**src/rtl/npu_seq_ctrl.sv**
```systemverilog
// rtl/npu_seq_ctrl.sv - job sequencer for the 3x3 int8 systolic PE array
// Clears the array, feeds skewed input lanes, deskews column sums into the output buffer.
module npu_seq_ctrl #(
    parameter int AW  = 4,
    parameter int LAT = 8
) (
    input  logic          clk,
    input  logic          rst,
    input  logic          start,
    input  logic [AW-1:0] n_vec,
    input  logic          hold,
    output logic          busy,
    output logic          done,
    output logic          in_rd_en,
    output logic [AW-1:0] in_rd_addr,
    input  logic [23:0]   in_rd_data,
    output logic          clr_o,
    output logic          en_o,
    output logic [7:0]    left0,
    output logic [7:0]    left1,
    output logic [7:0]    left2,
    input  logic [15:0]   col0,
    input  logic [15:0]   col1,
    input  logic [15:0]   col2,
    output logic          out_we,
    output logic [AW-1:0] out_addr,
    output logic [47:0]   out_data
);
    localparam int DW = $clog2(LAT);

    typedef enum logic [2:0] {S_IDLE, S_CLEAR, S_FEED, S_DRAIN, S_DONE} state_t;

    state_t          state;
    logic [AW-1:0]   n_reg;
    logic [DW-1:0]   drain_cnt;
    logic            rd_vld;
    logic [LAT-1:0]  vld_pipe;
    logic [7:0]      lane1_d;
    logic [7:0]      lane2_d0;
    logic [7:0]      lane2_d1;
    logic [15:0]     col0_d0;
    logic [15:0]     col0_d1;
    logic [15:0]     col1_d0;
    logic            adv;

    // hold freezes everything downstream of IDLE, so every strobe is gated by it
    assign adv      = !hold;
    assign busy     = (state != S_IDLE);
    assign done     = (state == S_DONE) && adv;
    assign clr_o    = (state == S_CLEAR) && adv;
    assign in_rd_en = (state == S_FEED) && adv;
    assign en_o     = ((state == S_FEED) || (state == S_DRAIN)) && adv;
    assign out_we   = vld_pipe[LAT-1] && adv;

    always_ff @(posedge clk) begin
        if (rst) begin
            state      <= S_IDLE;
            n_reg      <= '0;
            drain_cnt  <= '0;
            rd_vld     <= 1'b0;
            vld_pipe   <= '0;
            in_rd_addr <= '0;
            out_addr   <= '0;
            out_data   <= '0;
            left0      <= '0;
            left1      <= '0;
            left2      <= '0;
            lane1_d    <= '0;
            lane2_d0   <= '0;
            lane2_d1   <= '0;
            col0_d0    <= '0;
            col0_d1    <= '0;
            col1_d0    <= '0;
        end else begin
            if (adv) begin
                // vld_pipe tracks each issued read to its aligned write slot
                rd_vld   <= (state == S_FEED);
                vld_pipe <= {vld_pipe[LAT-2:0], state == S_FEED};
                left0    <= rd_vld ? in_rd_data[7:0]   : 8'd0;
                lane1_d  <= rd_vld ? in_rd_data[15:8]  : 8'd0;
                lane2_d0 <= rd_vld ? in_rd_data[23:16] : 8'd0;
                left1    <= lane1_d;
                lane2_d1 <= lane2_d0;
                left2    <= lane2_d1;
                col0_d0  <= col0;
                col0_d1  <= col0_d0;
                col1_d0  <= col1;
                out_data <= {col2, col1_d0, col0_d1};
                if (vld_pipe[LAT-1]) begin
                    out_addr <= out_addr + AW'(1);
                end
            end
            case (state)
                S_IDLE: begin
                    if (start) begin
                        n_reg      <= n_vec;
                        in_rd_addr <= '0;
                        out_addr   <= '0;
                        drain_cnt  <= '0;
                        state      <= (n_vec != '0) ? S_CLEAR : S_DONE;
                    end
                end
                S_CLEAR: begin
                    if (adv) begin
                        state <= S_FEED;
                    end
                end
                S_FEED: begin
                    if (adv) begin
                        if (in_rd_addr == n_reg - AW'(1)) begin
                            in_rd_addr <= '0;
                            drain_cnt  <= '0;
                            state      <= S_DRAIN;
                        end else begin
                            in_rd_addr <= in_rd_addr + AW'(1);
                        end
                    end
                end
                S_DRAIN: begin
                    if (adv) begin
                        if (drain_cnt == DW'(LAT - 1)) begin
                            state <= S_DONE;
                        end else begin
                            drain_cnt <= drain_cnt + DW'(1);
                        end
                    end
                end
                S_DONE: begin
                    if (adv) begin
                        state <= S_IDLE;
                    end
                end
                default: state <= S_IDLE;
            endcase
        end
    end
endmodule

```
**config.mk**
```make
export PLATFORM = sky130hd
export DESIGN_NAME = npu_seq_ctrl
export DESIGN_NICKNAME = d
export VERILOG_FILES = /design/src/rtl/npu_seq_ctrl.sv
export SDC_FILE = /design/constraint.sdc
export NUM_CORES = 1
export LEC_CHECK = 0
export ABC_AREA = 1
export CAP_MARGIN = 20
export CORE_MARGIN = 4
export CORE_UTILIZATION = 44
export DETAILED_ROUTE_END_ITERATION = 6
export GPL_ROUTABILITY_DRIVEN = 0
export PLACE_DENSITY = 0.76
export SLEW_MARGIN = 20
export SYNTH_ARGS = -nofsm -noshare
export SYNTH_HDL_FRONTEND = slang
export SYNTH_SLANG_ARGS = --single-unit
export TNS_END_PERCENT = 5
```
**constraint.sdc**
```tcl
create_clock -name clk -period 1.4 [get_ports clk]
set_clock_uncertainty 0.05 [all_clocks]
set_input_delay 0.28 -clock clk [delete_from_list [all_inputs] [get_ports clk]]
set_output_delay 0.28 -clock clk [all_outputs]
set_load 0.05 [all_outputs]
```
---- Word level (Yosys, flattened, before mapping) ----
Index checks and enable logic that the tools add are counted.
storage, ports and cells
  output and inout bits ................... 86
  input bits .............................. 80
  register bits ........................... 171
operators by class
  eq/ne operators ......................... 14
  reduce and logical (&&, ||, !) cells .... 16
  add/subtract/negate cells ............... 4
  muxes and demuxes ....................... 26
operators with widths
  cell                                                                 count
  3-bit two-way mux                                                    13
  4-bit two-way mux                                                    7
  8-bit two-way mux                                                    3
  3-bit one-hot mux with 5 select lines                                1
  2-bit != test (second input constant)                                6
  3-bit one-hot mux with 3 select lines                                1
  4-bit by 1-bit adder with 4-bit output (second input constant)       2
  4-bit one-hot mux with 2 select lines                                1
  7-bit AND reduction                                                  1
  3-bit by 2-bit == test with 1-bit output (second input constant)     2
  3-bit == test (second input constant)                                2
  6-bit AND reduction                                                  1
  3-bit nonzero test                                                   2
  1-bit logical AND                                                    5
  4-bit == test                                                        1
  2-bit by 1-bit != test with 1-bit output (second input constant)     2
  4-bit nonzero test                                                   1
  4-bit by 1-bit subtractor with 4-bit output (second input constant)  1
  3-bit by 1-bit adder with 3-bit output (second input constant)       1
  3-bit by 1-bit == test with 1-bit output (second input constant)     1
  3-bit logical NOT                                                    1
  3-bit AND reduction                                                  1
  2-bit AND reduction                                                  1
  2-bit nonzero test                                                   1
  other kinds (2)                                                      2

---- Logic depth before layout (Yosys ltp) ----
  depth after elaboration ................. 5
  depth in mapped cells ................... 13
  depth with buffers taken out ............ 13

---- Least setup slack after synthesis ----
OpenSTA, ideal clock, no wires.
  path kind ............................... register to output
  start point ............................. register state[1]
  end point ............................... output in_rd_en
  setup slack ............................. -0.236 ns
  cell stages (with the launch flop) ...... 5
  data arrival time ....................... 1.306 ns
  cell sequence ........................... dfxtp_1 > nand2_2 > nor2_4 > nand2_2 > inv_1
on the way
  word-level cells in the longest chain between the ends .. 2
ends and longest elaborated chain
  item                                      RTL line  source
  start, declared                           33        state_t state;
  start signal, assigned                    100       state <= (n_vec != '0) ? S_CLEAR : S_DONE;
  3-bit by 2-bit == test with 1-bit output  51        assign in_rd_en = (state == S_FEED) && adv;
  1-bit logical AND                         51
  end, declared                             14        output logic in_rd_en,
Every way passes these cells.

---- Final worst setup path ----
  start point ............................. register state[2]
  end point ............................... output in_rd_en
The elaborated chain is that of the path after synthesis.

==> flow_summary.json <==
{
  "syn_nets": 926,
  "cts-root-buf": "clkbuf_16",
  "grt_pass1_vias": 5365,
  "ioPinCount": 166,
  "cts.hold.buffers_added": 0,
  "fp-row-count": 43,
  "diodes": 0,
  "synth_cells": 841,
  "critPathKind": "register to output pin",
  "peakVddDrop_v": 0.000911,
  "io_buffers": 165,
  "wl_um": 15600,
  "finalMaxSlewViolations": 0,
  "synth_top_area_share_pct": 53.4,
  "instances_no_fill": 1197,
  "cts.htree.levels": 4,
  "worstPathCellList": "inv_4 > nand2_4 > nor2_4 > nand2_4 > clkinvlp_4 > buf_8",
  "ys_seq_area_share_pct": 53.4,
  "dp_slack_ns": -0.237,
  "switchingPower_mw": 4.41,
  "path_max_fanout": 4,
  "core_um2": 14000,
  "dp_cells": 1159,
  "dp_hpwl_um": 10300,
  "areaGrowthSynthToFinish_pct": 54.6,
  "cts_buffers": 17,
  "power_leakage_nw": 4.10,
  "fin_nets": 1091,
  "yosysUniqueCellTypes": 30,
  "crit_path_end_kind": "output pin",
  "grt_pass1_wl_um": 24900,
  "intPower_mw": 9.70,
  "dr.pass1.iters": 5,
  "worst_slack_ns": -0.238,
  "drv_cap": 0,
  "final_area_um2": 9850,
  "worst_path_most_repeated_cell": "nand2_4",
  "critPathSlowestCell": "dfxtp_2",
  "pwr-share-clk_pct": 31.9,
  "hold-worst-slack_ns": 0.274,
  "dpl_cell_area_um2": 9060,
  "failed_checks": "negative setup slack",
  "clock_path_buffers": 2,
  "drc_errors": 0,
  "fin_setup_tns_ns": -2.91,
  "synth_area_leaders": "dfxtp_1 53%, nor2_1 16%, o21ai_0 9.9%",
  "vias": 5786,
  "fin_crit_ns": 1.64,
  "die_y_um": 128,
  "clkLatencyLatePin_ns": 0.42,
  "clk_pin_slew_ns": 0.06,
  "grtUsageTotal_pct": 18.6,
  "hold_path_class": "input pin to register",
  "synth_area_um2": 6370,
  "timing.final.crit_share_pct": 117,
  "combPwrFrac_pct": 28.9,
  "cts_tree": "yes",
  "synth_area_leader_cell": "dfxtp_1",
  "final_antenna_net_count": 0,
  "drtIter0Drc": 409,
  "cts.sinks": 170,
  "fin_util_pct": 70.2,
  "seqPwrFrac_pct": 39.2,
  "largest_reg_flops": 48,
  "slew_headroom_pct": 69.7,
  "drive_gt1_share_pct": 21.2,
  "antenna_found_initial": 0,
  "status": "complete, but fails checks",
  "power.total_mw": 14.1,
  "fp.dieW_um": 128,
  "netSwitchingFraction_pct": 31.2,
  "gr-total-overflow": 0,
  "worstPathRequired_ns": 1.07,
  "dieArea_um2": 16500,
  "arrival_ns": 1.31,
  "clock.fmax_mhz": 611,
  "worst-slew-pin-transition_ns": 0.455,
  "wl_per_cell_um": 13.1,
  "power_density_nw_per_um2": 1430,
  "rsz0062_at_grt": "yes",
  "slowest_delay_ns": 0.34,
  "yosys_warnings": 0,
  "regMostFlops": "out_data",
  "grt_max_degree": 94,
  "ys_ff_latch": 170,
  "routed_via_density": 4.83,
  "finalSetupViolCount": 15,
  "startpoint_type": "register",
  "hold_viol": 0,
  "start_util_pct": 45.4,
  "avgSynthCellArea_um2": 7.58
}
-- what timing repair did --
item	CTS	global route
resized for setup	27	31
buffers inserted	5	2
endpoints found under the setup margin	20	24
cloned	0	1
pin swaps	6	20
-- worst max-delay path, delay by kind of cell (launching register included) --
| family | cells | cell delay (ns) |
|---|---|---|
| flops | 1 | 0.34 |
| buf+inv | 3 | 0.30 |
| simple gates | 3 | 0.25 |
-- cell usage in the layout (no fill, tap or decap), types with 2 or more instances in the layout --
cell type        count
nor2_1             272
dfxtp_1            158
o21ai_0            126
nand2_1             90
buf_12              87
clkdlybuf4s50_1     78
a21oi_1             35
buf_4               24
clkbuf_16           17
inv_2               14
inv_1               13
nand2_2             12
dfxtp_2             10
nand2_4              8
nand4_1              7
buf_6                6
nand3_1              5
clkinv_2             5
inv_4                4
nor2_4               4
nor2_2               4
o21ai_1              4
ha_1                 4
clkinvlp_4           3
o21ai_2              3
nor3_1               2
a31oi_1              2
nand3_4              2
xor2_1               2
bufinv_16            2
inv_6                2
dfxtp_4              2
buf_8                2
-- Yosys cell counts --
library cell / n
nor2_1: 276
dfxtp_1: 170
o21ai_0: 126
nand2_1: 100
a21oi_1: 35
clkbuf_1: 26
inv_1: 18
buf_2: 17
inv_2: 11
nand2_2: 7
nand4_1: 7
buf_4: 6
nand3_1: 6
ha_1: 5
o21ai_1: 4
clkinv_1: 3
nor2_4: 3
o21ai_2: 3
a31oi_1: 2
buf_6: 2
nand2_4: 2
nand3_2: 2
nor3_1: 2
xor2_1: 2
buf_1: 1
inv_4: 1
nor2_2: 1
nor3_2: 1
nor3b_1: 1
or2_0: 1
-- routing by layer --
layer  global-route usage, %  part of all wire (%)
met1                    22.9                    44
met2                    31.4                    49
met3                    5.65                   5.6
met4                    5.81                   1.3
met5                       0                     0
-- path summary, 6_finish.rpt --
kind | from | slack, ns | end | cells past startpoint
max | state[2] | -0.24 | in_rd_en | 6
min | hold | 0.27 | vld_pipe[2] | 4
max reg2reg | n_reg[1] | -0.20 | state[0] | 13
min reg2reg | lane1_d[1] | 0.40 | lane1_d[1] | 2
-- cells by family after synthesis --
logic type	after synthesis	synth area share, %
simple gates	409	25.8
fa+ha+maj	5	0.982
compound gates	170	13.6
buf+inv	85	5.97
flops	170	53.4
xor+xnor	2	0.275
-- area by class of cell --
type / instances / area [um2]
multi-input combinational: 587 / 2700
timing repair buffer: 197 / 2800
inverter: 33 / 139
sequential: 170 / 3420
fill: 1078 / 4190
clock buffer: 19 / 443
tap: 180 / 225
clock inverter: 11 / 121
-- power by group through the flow --
stage / clock (mW) / combinational [mW] / sequential [mW]
floorplan: 0 / 1.67 / 6.01
global placement: 0 / 3.50 / 5.58
detailed placement: 0 / 3.56 / 5.60
CTS: 4.60 / 3.80 / 5.52
global route: 4.82 / 4.41 / 5.57
finish: 4.50 / 4.07 / 5.53
Power figures use the tool's default switching activity.
